--- src/rtl/tap_pkg.sv ---
// Shared tape timing constants, derived recorder thresholds and FSM state type.
// The player imports the same package so both sides agree on pulse widths.
package tap_pkg;

  localparam int unsigned W_BITS = 13;

  // Nominal ROM pulse widths in 3.5 MHz cycles.
  localparam int unsigned T_PILOT      = 2168;
  localparam int unsigned T_SYNC1      = 667;
  localparam int unsigned T_SYNC2      = 735;
  localparam int unsigned T_BIT0       = 855;
  localparam int unsigned T_BIT1       = 1710;
  localparam int unsigned PILOT_HEADER = 8063;
  localparam int unsigned PILOT_DATA   = 3223;

  // Recorder classification thresholds.
  localparam int unsigned PILOT_LO  = 1940;
  localparam int unsigned PILOT_HI  = 2600;
  localparam int unsigned PILOT_MIN = 256;
  localparam int unsigned SYNC_MAX  = 790;
  localparam int unsigned BIT_THR   = 2565;
  localparam int unsigned TIMEOUT   = 7000;

  typedef enum logic [2:0] {
    StIdle,
    StPilot,
    StSync2,
    StBitH1,
    StBitH2,
    StLenLo,
    StLenHi,
    StDone
  } rec_state_e;

  function automatic logic [15:0] sat_inc16(input logic [15:0] v);
    return (v == 16'hFFFF) ? v : v + 16'd1;
  endfunction

  function automatic logic [W_BITS-1:0] sat_inc13(input logic [W_BITS-1:0] v);
    return (v == '1) ? v : v + 13'd1;
  endfunction

endpackage

--- src/rtl/tap_pulse_meter.sv ---
// MIC front end: 2-FF synchroniser, both-polarity edge detect and a saturating
// half-period counter presented as width_o on every edge.
module tap_pulse_meter
  import tap_pkg::*;
(
  input  logic              clock,
  input  logic              reset_n,
  input  logic              mic_in,
  output logic              edge_o,
  output logic [W_BITS-1:0] width_o
);

  logic              sync1_q, sync2_q, prev_q;
  logic [W_BITS-1:0] h_q, h_d;

  assign edge_o  = sync2_q ^ prev_q;
  assign width_o = h_q;

  always_comb begin
    h_d = sat_inc13(h_q);
    if (edge_o) h_d = 13'd1;
  end

  always_ff @(posedge clock or negedge reset_n) begin
    if (!reset_n) begin
      sync1_q <= 1'b1;
      sync2_q <= 1'b1;
      prev_q  <= 1'b1;
      h_q     <= '0;
    end else begin
      sync1_q <= mic_in;
      sync2_q <= sync1_q;
      prev_q  <= sync2_q;
      h_q     <= h_d;
    end
  end

endmodule

--- src/rtl/tap_recorder.sv ---
// Tape recorder: classifies MIC half-periods into pilot/sync/bits and stores
// each block in TAP layout (2-byte LE length, then data) in tape memory.
module tap_recorder
  import tap_pkg::*;
#(
  parameter int unsigned PilotLo   = PILOT_LO,
  parameter int unsigned PilotHi   = PILOT_HI,
  parameter int unsigned PilotMin  = PILOT_MIN,
  parameter int unsigned SyncMax   = SYNC_MAX,
  parameter int unsigned BitThr    = BIT_THR,
  parameter int unsigned Timeout   = TIMEOUT,
  parameter logic [15:0] BaseReset = 16'h0000
) (
  input  logic        clock,
  input  logic        reset_n,
  input  logic        rec,
  input  logic        mic_in,
  output logic [15:0] wr_address,
  output logic [7:0]  wr_data,
  output logic        wr_en,
  output logic        busy,
  output logic        block_done,
  output logic [15:0] block_len
);

  localparam logic [W_BITS-1:0] PilotLoW  = W_BITS'(PilotLo);
  localparam logic [W_BITS-1:0] PilotHiW  = W_BITS'(PilotHi);
  localparam logic [W_BITS-1:0] PilotMinW = W_BITS'(PilotMin);
  localparam logic [W_BITS-1:0] SyncMaxW  = W_BITS'(SyncMax);
  localparam logic [W_BITS-1:0] TimeoutW  = W_BITS'(Timeout);
  localparam logic [W_BITS:0]   BitThrW   = (W_BITS + 1)'(BitThr);

  logic              mic_edge;
  logic [W_BITS-1:0] width;

  tap_pulse_meter u_meter (
    .clock   (clock),
    .reset_n (reset_n),
    .mic_in  (mic_in),
    .edge_o  (mic_edge),
    .width_o (width)
  );

  rec_state_e        state_q, state_d;
  logic [15:0]       base_q, base_d, ptr_q, ptr_d, cnt_q, cnt_d;
  logic [W_BITS-1:0] pc_q, pc_d, h1_q, h1_d;
  logic [7:0]        sh_q, sh_d;
  logic [2:0]        bitn_q, bitn_d;
  logic [15:0]       wr_addr_q, wr_addr_d, len_q, len_d;
  logic [7:0]        wr_data_q, wr_data_d;
  logic              wr_en_q, wr_en_d, busy_q, busy_d, done_q, done_d;

  logic              in_range, is_sync, end_blk, close_blk, bit_val;
  logic [W_BITS:0]   bit_sum;
  logic [7:0]        new_sh;

  always_comb begin
    in_range = (width >= PilotLoW) && (width <= PilotHiW);
    is_sync  = width < SyncMaxW;
    end_blk  = (!mic_edge && (width >= TimeoutW)) || !rec;
    bit_sum  = {1'b0, h1_q} + {1'b0, width};
    bit_val  = bit_sum > BitThrW;
    new_sh   = {sh_q[6:0], bit_val};

    state_d   = state_q;
    base_d    = base_q;
    ptr_d     = ptr_q;
    cnt_d     = cnt_q;
    pc_d      = pc_q;
    h1_d      = h1_q;
    sh_d      = sh_q;
    bitn_d    = bitn_q;
    wr_addr_d = wr_addr_q;
    wr_data_d = wr_data_q;
    wr_en_d   = 1'b0;
    busy_d    = busy_q;
    done_d    = 1'b0;
    len_d     = len_q;
    close_blk = 1'b0;

    unique case (state_q)
      StIdle: begin
        if (rec && mic_edge && in_range) begin
          state_d = StPilot;
          pc_d    = 13'd1;
          cnt_d   = '0;
          busy_d  = 1'b1;
        end
      end
      StPilot: begin
        if (end_blk) begin
          state_d = StIdle;
          busy_d  = 1'b0;
        end else if (mic_edge) begin
          if (in_range) begin
            pc_d = sat_inc13(pc_q);
          end else if (is_sync && (pc_q >= PilotMinW)) begin
            state_d = StSync2;
          end else begin
            state_d = StIdle;
            busy_d  = 1'b0;
          end
        end
      end
      StSync2: begin
        if (end_blk) begin
          close_blk = 1'b1;
        end else if (mic_edge) begin
          if (is_sync) begin
            state_d = StBitH1;
            bitn_d  = 3'd7;
            ptr_d   = base_q + 16'd2;
          end else begin
            state_d = StIdle;
            busy_d  = 1'b0;
          end
        end
      end
      StBitH1: begin
        if (end_blk) begin
          close_blk = 1'b1;
        end else if (mic_edge) begin
          h1_d    = width;
          state_d = StBitH2;
        end
      end
      StBitH2: begin
        if (end_blk) begin
          close_blk = 1'b1;
        end else if (mic_edge) begin
          sh_d    = new_sh;
          bitn_d  = bitn_q - 3'd1;
          state_d = StBitH1;
          if (bitn_q == 3'd0) begin
            wr_en_d   = 1'b1;
            wr_addr_d = ptr_q;
            wr_data_d = new_sh;
            ptr_d     = ptr_q + 16'd1;
            cnt_d     = sat_inc16(cnt_q);
          end
        end
      end
      StLenLo: begin
        wr_en_d   = 1'b1;
        wr_addr_d = base_q + 16'd1;
        wr_data_d = cnt_q[15:8];
        state_d   = StLenHi;
      end
      StLenHi: begin
        done_d  = 1'b1;
        len_d   = cnt_q;
        base_d  = ptr_q;
        busy_d  = 1'b0;
        state_d = StDone;
      end
      StDone: state_d = StIdle;
      default: state_d = StIdle;
    endcase

    // The LEN_LO write is issued here so it lands in the cycle after the timeout.
    if (close_blk) begin
      if (cnt_q != 16'd0) begin
        wr_en_d   = 1'b1;
        wr_addr_d = base_q;
        wr_data_d = cnt_q[7:0];
        state_d   = StLenLo;
      end else begin
        state_d = StIdle;
        busy_d  = 1'b0;
      end
    end
  end

  always_ff @(posedge clock or negedge reset_n) begin
    if (!reset_n) begin
      state_q   <= StIdle;
      base_q    <= BaseReset;
      ptr_q     <= '0;
      cnt_q     <= '0;
      pc_q      <= '0;
      h1_q      <= '0;
      sh_q      <= '0;
      bitn_q    <= '0;
      wr_addr_q <= '0;
      wr_data_q <= '0;
      wr_en_q   <= 1'b0;
      busy_q    <= 1'b0;
      done_q    <= 1'b0;
      len_q     <= '0;
    end else begin
      state_q   <= state_d;
      base_q    <= base_d;
      ptr_q     <= ptr_d;
      cnt_q     <= cnt_d;
      pc_q      <= pc_d;
      h1_q      <= h1_d;
      sh_q      <= sh_d;
      bitn_q    <= bitn_d;
      wr_addr_q <= wr_addr_d;
      wr_data_q <= wr_data_d;
      wr_en_q   <= wr_en_d;
      busy_q    <= busy_d;
      done_q    <= done_d;
      len_q     <= len_d;
    end
  end

  assign wr_address = wr_addr_q;
  assign wr_data    = wr_data_q;
  assign wr_en      = wr_en_q;
  assign busy       = busy_q;
  assign block_done = done_q;
  assign block_len  = len_q;

endmodule

--- config.mk ---
export PLATFORM = sky130hd
export DESIGN_NAME = tap_recorder
export DESIGN_NICKNAME = d
export VERILOG_FILES = /design/src/rtl/tap_pkg.sv /design/src/rtl/tap_pulse_meter.sv /design/src/rtl/tap_recorder.sv
export SDC_FILE = /design/constraint.sdc
export NUM_CORES = 1
export LEC_CHECK = 0
export BUFFER_PORTS_ARGS = -buffer_cell sky130_fd_sc_hd__buf_2
export CAP_MARGIN = 10
export CORE_ASPECT_RATIO = 0.6
export CORE_UTILIZATION = 60
export CTS_CLUSTER_DIAMETER = 120
export DETAILED_ROUTE_END_ITERATION = 8
export PLACE_DENSITY = 0.79
export SLEW_MARGIN = 40
export SYNTH_ARGS = -nofsm -noshare
export SYNTH_HDL_FRONTEND = slang
export SYNTH_SLANG_ARGS = --single-unit
--- constraint.sdc ---
create_clock -name clock -period 8.54 [get_ports clock]
set_clock_uncertainty 0.05 [all_clocks]
set_input_delay 0.854 -clock clock [delete_from_list [all_inputs] [get_ports clock]]
set_output_delay 0.854 -clock clock [all_outputs]
set_load 0.05 [all_outputs]
# Word level (Yosys, flattened, before mapping)
# Index checks and enable logic that the tools add are counted.
# W data, S select, Z words.
# totals
regBits	146
word_cells	162
input_bits	4
# classes
bitwise_logic	2
n_reduce_logical	22
n_mux	74
addsub	8
n_eq_ne	32
magnitude_cmp	6
# ops
operator	count
$mux W16	16
$pmux W16 S2	3
$mux W13	7
$mux W3	17
$add A16 B1 Y16 const B	3
$mux W8	5
$add A13 B1 Y13 const B	2
$eq A13 B13 Y1 const B	2
$ne A2 B2 Y1 const B	13
$pmux W13 S2	1
$pmux W3 S8	1
$ne A3 B3 Y1 const B	7
$mux W1	18
$reduce_and A6 Y1	3
$add A16 B2 Y16 const B	1
$eq A16 B16 Y1 const B	1
$pmux W8 S2	1
$reduce_bool A16 Y1	1
$add A13 B13 Y14	1
$gt A14 B12 Y1 const B	1
$ge A13 B11 Y1 const B	1
$ge A13 B13 Y1 const B	1
$ge A13 B9 Y1 const B	1
$le A13 B12 Y1 const B	1
other kinds (21)	36

# Logic depth before layout (Yosys ltp)
# Gate-level depths: netlist of the first run.
# depth
ltp_word	9
depth_mapped	10
mapped_depth_nobuf	10

# By module
# A second synthesis of the first run with hierarchy kept.
# unflattened
cells_unflattened	879
hier_area_um2	8277.9
# by_module_without_submodules
module	cells_per_inst	instances	area_per_inst_um2
tap_recorder	803	1	7503.4
tap_pulse_meter	76	1	774.5

# Worst setup path after synthesis of the first run
# OpenSTA, ideal clock, no wires.
# synth_timing
kind	reg-to-reg
start	register u_meter.h_q[0] (netlist: u_meter.width_o[0])
end	register sh_q[0]
synth_period_minus_slack_ns	2.732
slack_ns	5.808
stages_incl_launch_ff	11
arrival_ns	2.549
n_path_buf	0
path_cell_list	dfrtp_1 -> ha_1 -> fa_1 -> a211oi_1 -> o21bai_1 -> a21oi_1 -> xnor2_1 -> o41ai_1 -> a211oi_1 -> a211oi_1 -> o21ai_0
# synth_between
elab_chain_cells	5
# synth_rtl
item	line	text
from (decl)	tap_pulse_meter.sv:14	logic [W_BITS-1:0] h_q, h_d;
from (signal assigned)	tap_pulse_meter.sv:29	h_q <= '0;
from (signal assigned)	tap_pulse_meter.sv:34	h_q <= h_d;
parallel branches: the longest is 5 deep, another holds $add A13 B13 Y14	-	
to (signal assigned)	tap_recorder.sv:182	sh_q <= '0;
to (signal assigned)	tap_recorder.sv:197	sh_q <= sh_d;
to (decl)	tap_recorder.sv:47	logic [7:0] sh_q, sh_d;
# Parallel ways; which one is timed is not known.
# A chain may end at the register's enable or synchronous reset.

# Worst setup path in the final report of the first run
# layout_timing
start	register u_meter.sync2_q
end	register busy_q (netlist: busy)
# layout_between
elab_chain_cells	8
# layout_rtl
item	line	text
from (decl)	tap_pulse_meter.sv:13	logic sync1_q, sync2_q, prev_q;
from (signal assigned)	tap_pulse_meter.sv:32	sync2_q <= sync1_q;
$xor A1 B1 Y1 *	tap_pulse_meter.sv:16	assign edge_o = sync2_q ^ prev_q;
$logic_not A1 Y1	tap_recorder.sv:60	end_blk = (!mic_edge && (width >= TimeoutW)) || !rec;
$logic_and A1 B1 Y1	tap_recorder.sv:60	
$logic_or A1 B1 Y1	tap_recorder.sv:60	
$mux W1 (on tied branches)	tap_recorder.sv:106, tap_recorder.sv:91	
$pmux W1 S4	tap_recorder.sv:81	unique case (state_q)
$mux W1	tap_recorder.sv:162	if (cnt_q != 16'd0) begin
$mux W1 *	tap_recorder.sv:161	if (close_blk) begin
net busy_d	tap_recorder.sv:51	logic wr_en_q, wr_en_d, busy_q, busy_d, done_q, done_d;
to (signal assigned)	tap_recorder.sv:202	busy_q <= busy_d;
to (decl)	tap_recorder.sv:51	
# Mark *: on every way through the listed nets, which the timed path passes. The rest lies on a longest branch.

==> impl_metrics.toml, run 1 <==
[clock_tree]
cts_max_level = 4
cts.clk_slew.worst_paths_ns = 0.06
hold_buffers = 0
postCtsSetupRepairBufs = 0
cts_buffers = 17
clock_path_buffers = 2
cts_resized = 0
cts_tree = "done"
clkSinkCount = 146
clk_latency_ns = 0.43
clockRootBuffer = "clkbuf_16"

[yosys]
yosys_warnings = 0
synthAdderAreaFrac_pct = 3.98
synth_nets = 879
yosysUniqueCellTypes = 68
synth-compound-area-share_pct = 17.5
synth_top_flop_cell = "dfrtp_1"
avgSynthCellArea_um2 = 9.46
async_reset_ff_share_pct = 100
synth.area.mux_share_pct = 5.74
synth-simple-area-share_pct = 17.6
synth_xor_area_share_pct = 6.19
netlist_instances = 850
synth_seq_cells = 146
synth_edf_count = 0
ys_seq_area_share_pct = 45.5
synth_area_um2 = 8040
synth_top_family_by_area = "simple AND/OR/NAND/NOR gates"

[worst_setup_path]
cp.arrival_ns = 3.87
r2r-end = "busy$_DFF_PN0_"
critPathMaxFanout = 18
r2r_setup_slack_ns = 4.91
crit_required_ns = 8.78
critPathKind = "flop to flop"
cp-end-kind = "flop"
crit_path_start_kind = "flop"
regToRegStartpoint = "u_meter.sync2_q$_DFF_PN1_"
reg2reg_depth = 8

[timing]
slew-limit-headroom_pct = 42.9
period_share_pct = 42.5
hold_viol_final = 0
worstMarginPinSlew_ns = 0.851
finalSetupTns_ns = 0
rsz0062_at_grt = "no"
fin_hold_ws_ns = 0.320
layout_min_cycle_time_ns = 3.63
fmax_mhz = 275
setup_viol = 0
slew_violations = 0

[run_status]
outcome = "finished clean"

[floorplanning]
die_area_um2 = 13900
core_um2 = 13000
chipHeight_um = 91.7
io_pins = 47
die_w_um = 151
rows = 32
start_util_pct = 62.0

[drt]
vias_per_cell = 6.59
wl_per_cell_um = 19.7
vias = 6952
first_iter_violations = 858
routed_wl_um = 20800
ant_nets = 0
drtPass1Iterations = 9
drc = 0

[global_route]
grtUsageMet3_pct = 5.92
grt_max_degree = 85
globalRouteTotalUtil_pct = 32.3
use_met1_pct = 48.3
antenna_found_initial = 0
use_met2_pct = 47.0
busiest_layer = "met1"
grt_pass1_vias = 6631
grt_pass1_wl_um = 34400
overflow = 0

[pwr]
switching_share_pct = 25.4
pwr-share-comb_pct = 5.2
power.switching_mw = 0.397
vdd.ir_drop.worst_mv = 0.144
p_clk_share_pct = 48.7
seq_power_share_pct = 46.1
internal_power_mw = 1.17
p_per_area_nw_per_um2 = 174
leakagePower_nw = 4.28

[min_path]
hold_start = "u_meter.sync1_q$_DFF_PN1_"
holdPathStages = 0
min_to = "u_meter.sync2_q$_DFF_PN1_"
hp-class = "flop to flop"

[run]
maxCapViolCount = 0

[place]
gp_congestion = 0.934
hpwl_um = 14100
io_buffers = 46

[final_layout]
antenna_cells = 0
nets = 901
area_growth_pct = 11.7
drive_above_1_share_pct = 16.9
layout_commonest_cell = "dfrtp_1"
mostFrequentLayoutCells = "dfrtp_1, nor2_1, nand2_1"
-- power by group through the flow --
stage / combinational (mW) / sequential, mW / clock [mW]
floorplan: 0.0626 / 0.716 / 0
global placement: 0.0743 / 0.730 / 0
detailed placement: 0.0785 / 0.732 / 0
CTS: 0.0794 / 0.719 / 0.766
global route: 0.0897 / 0.723 / 0.794
finish: 0.0805 / 0.721 / 0.761
-- worst max-delay path, stage by stage, from the launching register on --
cell and delay, ns:
dfstp_2 0.60, xor2_4 0.48, nand2_2 0.21, or2_1 0.29, or4_4 0.47, nor2_1 0.63, buf_4 0.35, nor2_1 0.07
a221oi_1 0.33
-- cell usage after synthesis (all sizes together), types with 3 or more instances --
library cell | instances | area (um2)
dfrtp | 143 | 3580
nor2 | 108 | 405
nand2 | 78 | 295
o21ai | 63 | 315
a21oi | 58 | 290
clkbuf | 43 | 161
mux2 | 41 | 462
nand3 | 33 | 165
xor2 | 29 | 262
xnor2 | 27 | 236
ha | 24 | 300
inv | 20 | 75.1
a222oi | 19 | 190
nand4 | 14 | 87.6
nor4 | 11 | 113
and3 | 10 | 62.6
a21o | 8 | 60.1
a221oi | 8 | 87.6
a31oi | 8 | 50.1
nor3 | 8 | 40.0
o22ai | 8 | 50.1
o31ai | 8 | 60.1
and4 | 7 | 61.3
buf | 6 | 35.0
or3 | 6 | 37.5
a211oi | 5 | 37.5
nand2b | 4 | 25.0
or2 | 4 | 25.0
a22oi | 3 | 22.5
dfstp | 3 | 78.8
nor3b | 3 | 22.5
nor4b | 3 | 26.3
o21a | 3 | 22.5
-- registers in the layout, indices dropped and copies added (netlist names), 3 cells and up --
signal           flops
base_q              16
bitn_q               3
block_len           16
cnt_q               16
h1_q                13
pc_q                13
ptr_q               16
sh_q                 7
state_q              3
u_meter.width_o     13
wr_address          16
wr_data              8
-- per-layer routing --
layer | vias up | routed length [um]
li1 | 3131 | -
met1 | 3366 | 9250
met2 | 403 | 9250
met3 | 52 | 1900
met4 | 0 | 429
met5 | - | 0
-- cells by family (layout without fill, tap and decap cells) --
group                    after synthesis  in the layout
flip-flops                           146            146
adder cells (fa/ha/maj)               25             25
XOR/XNOR                              56             56
multiplexers                          41             41
buffers and inverters                 71            106
AND/OR/NAND/NOR                      296            296
AO/OA/AOI/OAI                        215            215
-- per-stage QoR --
step / cells / area (um2) / utilization [%] / worst slack (ns) / power (mW)
2_1_floorplan: 850 / 8040 / - / 5.81 / 0.779
3_3_place_gp: 1022 / 8340 / 64.3 / 5.10 / 0.805
3_5_place_dp: 1023 / 8360 / 64.5 / 4.79 / 0.810
4_1_cts: 1055 / 8960 / 69.1 / 4.70 / 1.56
5_1_grt: 1055 / 8980 / 69.2 / 4.73 / 1.61
6_report: 1055 / 8980 / 69.2 / 4.91 / 1.56
-- final cells by class --
cell class / instances / area, um2
clock buffer: 17 / 425
clock inverter: 15 / 170
fill: 944 / 3990
inverter: 22 / 82.6
multi-input combinational: 633 / 4140
sequential: 146 / 3660
tap: 170 / 213
timing repair buffer: 52 / 292
-- worst max-delay path by stage --
stage                                        start             endpoint  slack [ns]  cells after the start
finish                   u_meter.sync2_q$_DFF_PN1_       busy$_DFF_PN0_        4.91                      8
CTS                      u_meter.sync2_q$_DFF_PN1_       busy$_DFF_PN0_        4.70                      8
floorplan           u_meter.width_o[0]$_DFFE_PN0P_  sh_q[0]$_DFFE_PN0P_        5.81                     10
global placement         u_meter.sync2_q$_DFF_PN1_       busy$_DFF_PN0_        5.10                      8
global route              u_meter.prev_q$_DFF_PN1_       busy$_DFF_PN0_        4.73                      8
detailed placement       u_meter.sync2_q$_DFF_PN1_       busy$_DFF_PN0_        4.79                      8
(Power assumes the default switching activity.)
==> inputs of run 2 (changes only) <==
--- a/config.mk
+++ b/config.mk
@@ -8,10 +8,10 @@
 export BUFFER_PORTS_ARGS = -buffer_cell sky130_fd_sc_hd__buf_2
 export CAP_MARGIN = 10
 export CORE_ASPECT_RATIO = 0.6
-export CORE_UTILIZATION = 60
+export CORE_UTILIZATION = 56
 export CTS_CLUSTER_DIAMETER = 120
 export DETAILED_ROUTE_END_ITERATION = 8
-export PLACE_DENSITY = 0.79
+export PLACE_DENSITY = 0.77
 export SLEW_MARGIN = 40
 export SYNTH_ARGS = -nofsm -noshare
 export SYNTH_HDL_FRONTEND = slang
==> constraint.sdc (replaced) <==
create_clock -name clock -period 3.21 [get_ports clock]
set_clock_uncertainty 0.05 [all_clocks]
set_input_delay 0.321 -clock clock [delete_from_list [all_inputs] [get_ports clock]]
set_output_delay 0.321 -clock clock [all_outputs]
set_load 0.05 [all_outputs]
==> impl_metrics.toml, run 2 (same netlist as run 1, synthesis figures left out) <==
[run_status]
outcome = "finished clean"

[min_path]
hold_start = "u_meter.sync1_q$_DFF_PN1_"
hp-class = "flop to flop"

[final_layout]
antenna_cells = 0
area.sequential_um2 = 3660
drive_above_1_share_pct = 18.8
num-fill-cells = 1105
area_growth_pct = 14.1
final_core_util_pct = 66.3
layout_commonest_cell = "dfrtp_1"
mostFrequentLayoutCells = "dfrtp_1, nor2_1, nand2_1"
nets = 926
multi_input_area_um2 = 4120

[clock_tree]
cts_max_level = 4
clkSinkCount = 146
cts.clk_slew.worst_paths_ns = 0.07
cts_buffers = 17
clk_latency_ns = 0.43
cts_tree = "done"
clockRootBuffer = "clkbuf_16"
postCtsSetupRepairBufs = 0
clock_path_buffers = 2

[worst_setup_path]
cp.arrival_ns = 3.22
cp-end-kind = "flop"
critPathMaxFanout = 3
reg2reg_depth = 10
critPathKind = "flop to flop"
regToRegStartpoint = "h1_q[0]$_DFFE_PN0P_"
crit_path_start_kind = "flop"
r2r-end = "sh_q[0]$_DFFE_PN0P_"
endpoint = "sh_q[0]$_DFFE_PN0P_"
startpoint = "h1_q[0]$_DFFE_PN0P_"
r2r_setup_slack_ns = 0.24
crit_required_ns = 3.46

[drt]
routed_wl_um = 20300
drc = 0
drtPass1Iterations = 8
wl_per_cell_um = 18.4
vias = 6928
first_iter_violations = 925
vias_per_cell = 6.29
ant_nets = 0

[timing]
fmax_mhz = 336
slew_violations = 0
period_share_pct = 92.7
setup_viol = 0
hold_viol_final = 0
rsz0062_at_grt = "no"
worstMarginPinSlew_ns = 0.822
finalSetupTns_ns = 0
slew-limit-headroom_pct = 44.8
layout_min_cycle_time_ns = 2.97

[place]
gp_congestion = 0.922
io_buffers = 46
hpwl_um = 13900

[floorplanning]
io_pins = 47
rows = 33
start_util_pct = 58.1
die_w_um = 157
chipHeight_um = 94.8
die_area_um2 = 14900
core_um2 = 13800

[global_route]
grt_max_degree = 62
antenna_found_initial = 0
globalRouteTotalUtil_pct = 29.4
grt_pass1_wl_um = 33500
grt_pass1_vias = 6352
overflow = 0

[run]
maxCapViolCount = 0

[pwr]
p_per_area_nw_per_um2 = 450
vdd.ir_drop.worst_mv = 0.275
leakagePower_nw = 4.38
## run 2: cell count changes in the layout (fill, tap and decap cells not counted), moves of 2 or more
cell and delta:
nor2_2 -2, buf_4 +24, clkinv_8 +2, nor2_1 +2, dlygate4sd3_1 +2
## run 2: power by group
group / switching [mW] / leakage [nW] / internal (mW)
combinational: 0.158 / 2.09 / 0.0986
sequential: 0.0391 / 2.01 / 1.86
clock: 0.875 / 0.275 / 1.10
## run 2: timing repair
action,in CTS,in global routing
hold buffers,2,0
endpoints found under the hold margin,60,0
gates resized for setup,0,1
endpoints found under the setup margin,0,2
## run 2: worst min path at each step
stage                                      to  depth (start not counted)
2_1_floorplan           base_q[0]$_DFFE_PN0P_                          0
3_3_place_gp              h1_q[3]$_DFFE_PN0P_                          1
3_5_place_dp   u_meter.width_o[3]$_DFFE_PN0P_                          1
4_1_cts             u_meter.sync2_q$_DFF_PN1_                          0
5_1_grt             u_meter.sync2_q$_DFF_PN1_                          0
6_report            u_meter.sync2_q$_DFF_PN1_                          0
## run 2: through the flow
stage	hold slack (ns)	instances	cell area (um2)	power, mW	setup WS, ns
6_report	0.319	1102	9180	4.13	0.235
5_1_grt	0.325	1102	9180	4.26	0.0137
4_1_cts	0.317	1102	9170	4.15	0.208
3_5_place_dp	0.284	1068	8560	2.18	0.203
3_3_place_gp	0.279	1068	8560	2.18	0.293
2_1_floorplan	-0.0246	850	8040	2.07	0.478
## run 2: layout make-up
cell class	instances	share of cell area (%)
sequential	146	39.9
tap	192	2.62
clock inverter	15	1.80
clock buffer	17	4.64
multi-input combinational	633	44.9
inverter	22	0.900
timing repair buffer	77	5.30
## run 2: routing by layer
| metal | GRT usage [%] | part of all wire [%] |
|---|---|---|
| met2 | 40.5 | 40 |
| met4 | 7.11 | 1.4 |
| met5 | 0 | 0 |
| met1 | 45.5 | 48 |
| met3 | 7.66 | 9.9 |
## run 2: critical path: stages (launching register included)
cell and delay (ns):
dfrtp_1 0.38, ha_1 0.23, fa_1 0.42, a211oi_2 0.35, o21bai_1 0.12, a21oi_1 0.19
xnor2_1 0.08, o41ai_1 0.47, a211oi_1 0.13, a211oi_1 0.30, o21ai_0 0.14
==> inputs of run 3 (changes only) <==
--- a/config.mk
+++ b/config.mk
@@ -5,6 +5,7 @@
 export SDC_FILE = /design/constraint.sdc
 export NUM_CORES = 1
 export LEC_CHECK = 0
+export ABC_AREA = 1
 export BUFFER_PORTS_ARGS = -buffer_cell sky130_fd_sc_hd__buf_2
 export CAP_MARGIN = 10
 export CORE_ASPECT_RATIO = 0.6
==> impl_metrics.toml, run 3 <==
[global_route]
busiest_layer = "met1"
use_met1_pct = 52.1
grt_pass1_wl_um = 39900
globalRouteTotalUtil_pct = 32.1
grtUsageMet3_pct = 8.30
overflow = 0
grt_max_degree = 62
use_met2_pct = 41.6
antenna_found_initial = 0
grt_pass1_vias = 7362

[worst_setup_path]
max_stage_delay_ns = 0.57
critPathMaxFanout = 26
crit_required_ns = 3.51
cp.arrival_ns = 3.09
critPathKind = "flop to flop"
cp_slowest_cell = "a21oi_4"
crit_chain = "inv_1 > nor2_2 > inv_2 > nor2_2 > inv_2 > nand2_2 > nand2_2 > a21oi_4 > inv_2 > a21oi_1 > o21ai_1 > o21ai_0"
cp-end-kind = "flop"
crit_path_start_kind = "flop"
critPathBufInv = 4
cp_top_family = "compound AO/OA/AOI/OAI gates"
crit_top_cell = "inv_2"

[yosys]
synth_nets = 1205
yosysUniqueCellTypes = 53
yosysMostFrequentCell = "nand2_1"
netlist_instances = 1176
synth_top_area_cell = "dfrtp_1"
ys_top_cells_by_area = "dfrtp_1, nand2_1, o21ai_0"
synth_seq_cells = 146
yosysTopAreaCellShare_pct = 40.7
synth_edf_count = 0
ys_seq_area_share_pct = 41.5
yosys_warnings = 0
synth_top_flop_cell = "dfrtp_1"
avgSynthCellArea_um2 = 7.48
synth_area_um2 = 8800
ys_top_cells_by_count = "nand2_1, dfrtp_1, inv_1"
async_reset_ff_share_pct = 100

[pwr]
leakagePower_nw = 4.64
vdd.ir_drop.worst_mv = 0.320
total_power_mw = 4.08
internal_power_mw = 3.06
pwr-share-comb_pct = 2.7
power.switching_mw = 1.02
p_per_area_nw_per_um2 = 414
p_clk_share_pct = 51.5
seq_power_share_pct = 45.7
switching_share_pct = 24.9

[floorplanning]
io_pins = 47
rows = 35
die_area_um2 = 16200
chipHeight_um = 99.1
start_util_pct = 57.3
die_w_um = 164
core_um2 = 15400

[timing]
slew_violations = 0
layout_min_cycle_time_ns = 2.79
rsz0062_at_grt = "no"
finalSetupTns_ns = 0
fin_ws_ns = 0.424
fmax_mhz = 359
period_share_pct = 86.8
hold_viol_final = 0
slew-limit-headroom_pct = 42.9
setup_viol = 0
worstMarginPinSlew_ns = 0.849

[final_layout]
area_growth_pct = 12.0
mostFrequentLayoutCells = "nand2_1, dfrtp_1, inv_1, o21ai_0, nor2_1"
layout_commonest_cell = "nand2_1"
drive_above_1_share_pct = 11.2
num-fill-cells = 1351
final_core_util_pct = 64.1
nets = 1252
antenna_cells = 0

[drt]
wl_per_cell_um = 16.9
drtPass1Iterations = 6
vias = 8389
first_iter_violations = 1179
drc = 0
vias_per_cell = 5.83
ant_nets = 0
routed_wl_um = 24400

[place]
gp_congestion = 0.997
io_buffers = 46
hpwl_um = 17700
place_ws_ns = 0.605

[clock_tree]
cts_buffers = 17
cts_tree = "done"
clk_latency_ns = 0.44
clock_path_buffers = 2
postCtsSetupRepairBufs = 0
cts.clk_slew.worst_paths_ns = 0.07
cts_max_level = 4
cts_resized = 0
hold_buffers = 2
clockRootBuffer = "clkbuf_16"
clkSinkCount = 146

[run]
maxCapViolCount = 0

[run_status]
outcome = "finished clean"

[min_path]
hp-class = "flop to flop"
[run 3: cell count changes after synthesis, moves of 17 or more]
cell / delta
nand2_1: +181
inv_1: +122
o21ai_0: +79
nand3_1: +58
mux2_2: -40
o21ai_1: +28
xnor2_1: -26
clkbuf_1: -25
a21oi_1: -23
a222oi_1: -19
nor3_1: +17
[run 3: power by group through the flow]
stage	registers, mW	logic [mW]	clock network, mW
global route	1.87	0.129	2.19
finish	1.87	0.111	2.10
CTS	1.87	0.112	2.11
global placement	1.90	0.110	0
detailed placement	1.90	0.110	0
floorplan	1.90	0.0498	0
[run 3: worst paths after layout]
check / slack (ns) / endpoint / from / depth (start not counted)
setup reg to reg: 0.42 / ptr_q[5]$_DFFE_PN0P_ / state_q[2]$_DFFE_PN0P_ / 12
min in group asynchronous: 0.39 / h1_q[5]$_DFFE_PN0P_ / reset_n / 2
hold reg to reg: 0.32 / u_meter.sync2_q$_DFF_PN1_ / u_meter.sync1_q$_DFF_PN1_ / 0
max in group asynchronous: 1.88 / u_meter.prev_q$_DFF_PN1_ / reset_n / 3
hold / removal: 0.32 / u_meter.sync2_q$_DFF_PN1_ / u_meter.sync1_q$_DFF_PN1_ / 0
setup / recovery: 0.42 / ptr_q[5]$_DFFE_PN0P_ / state_q[2]$_DFFE_PN0P_ / 12
[run 3: cell type report]
type / count / area (um2) / area share, %
Multi-Input combinational cell: 844 / 4380 / 44.5
Sequential cell: 146 / 3660 / 37.1
Clock buffer: 17 / 425 / 4.32
Tap cell: 203 / 254 / 2.58
Clock inverter: 15 / 191 / 1.94
Inverter: 152 / 571 / 5.79
Timing Repair Buffer: 62 / 374 / 3.80
[run 3: worst reg2reg max path, stage by stage (launching register included)]
cell and delay (ns):
dfrtp_1 0.42, inv_1 0.09, nor2_2 0.10, inv_2 0.06
nor2_2 0.41, inv_2 0.22, nand2_2 0.14, nand2_2 0.08
a21oi_4 0.57, inv_2 0.20, a21oi_1 0.19, o21ai_1 0.09
o21ai_0 0.08
[run 3: routing by layer]
metal	routed length, um	up-vias
met1	12100	3921
met5	0	-
met3	2580	36
li1	-	3997
met4	316	0
met2	9420	435
[run 3: cells by family after synthesis]
| family | Yosys count | share of synthesized area (%) |
|---|---|---|
| AOI/OAI and AO/OA | 260 | 16.7 |
| adders and majority gates | 25 | 3.64 |
| and+or+nand+nor | 523 | 25.7 |
| DFF | 146 | 41.5 |
| buffers and inverters | 186 | 8.70 |
| muxes | 1 | 0.128 |
| xor gates and xnor gates | 35 | 3.57 |
[run 3: per-stage QoR]
| stage | hold slack (ns) | cell area [um2] | instances |
|---|---|---|---|
| 6_report | 0.324 | 9850 | 1439 |
| 3_5_place_dp | 0.293 | 9220 | 1405 |
| 2_1_floorplan | -0.0246 | 8800 | 1176 |
| 3_3_place_gp | 0.287 | 9220 | 1405 |
| 5_1_grt | 0.323 | 9850 | 1439 |
| 4_1_cts | 0.320 | 9850 | 1439 |
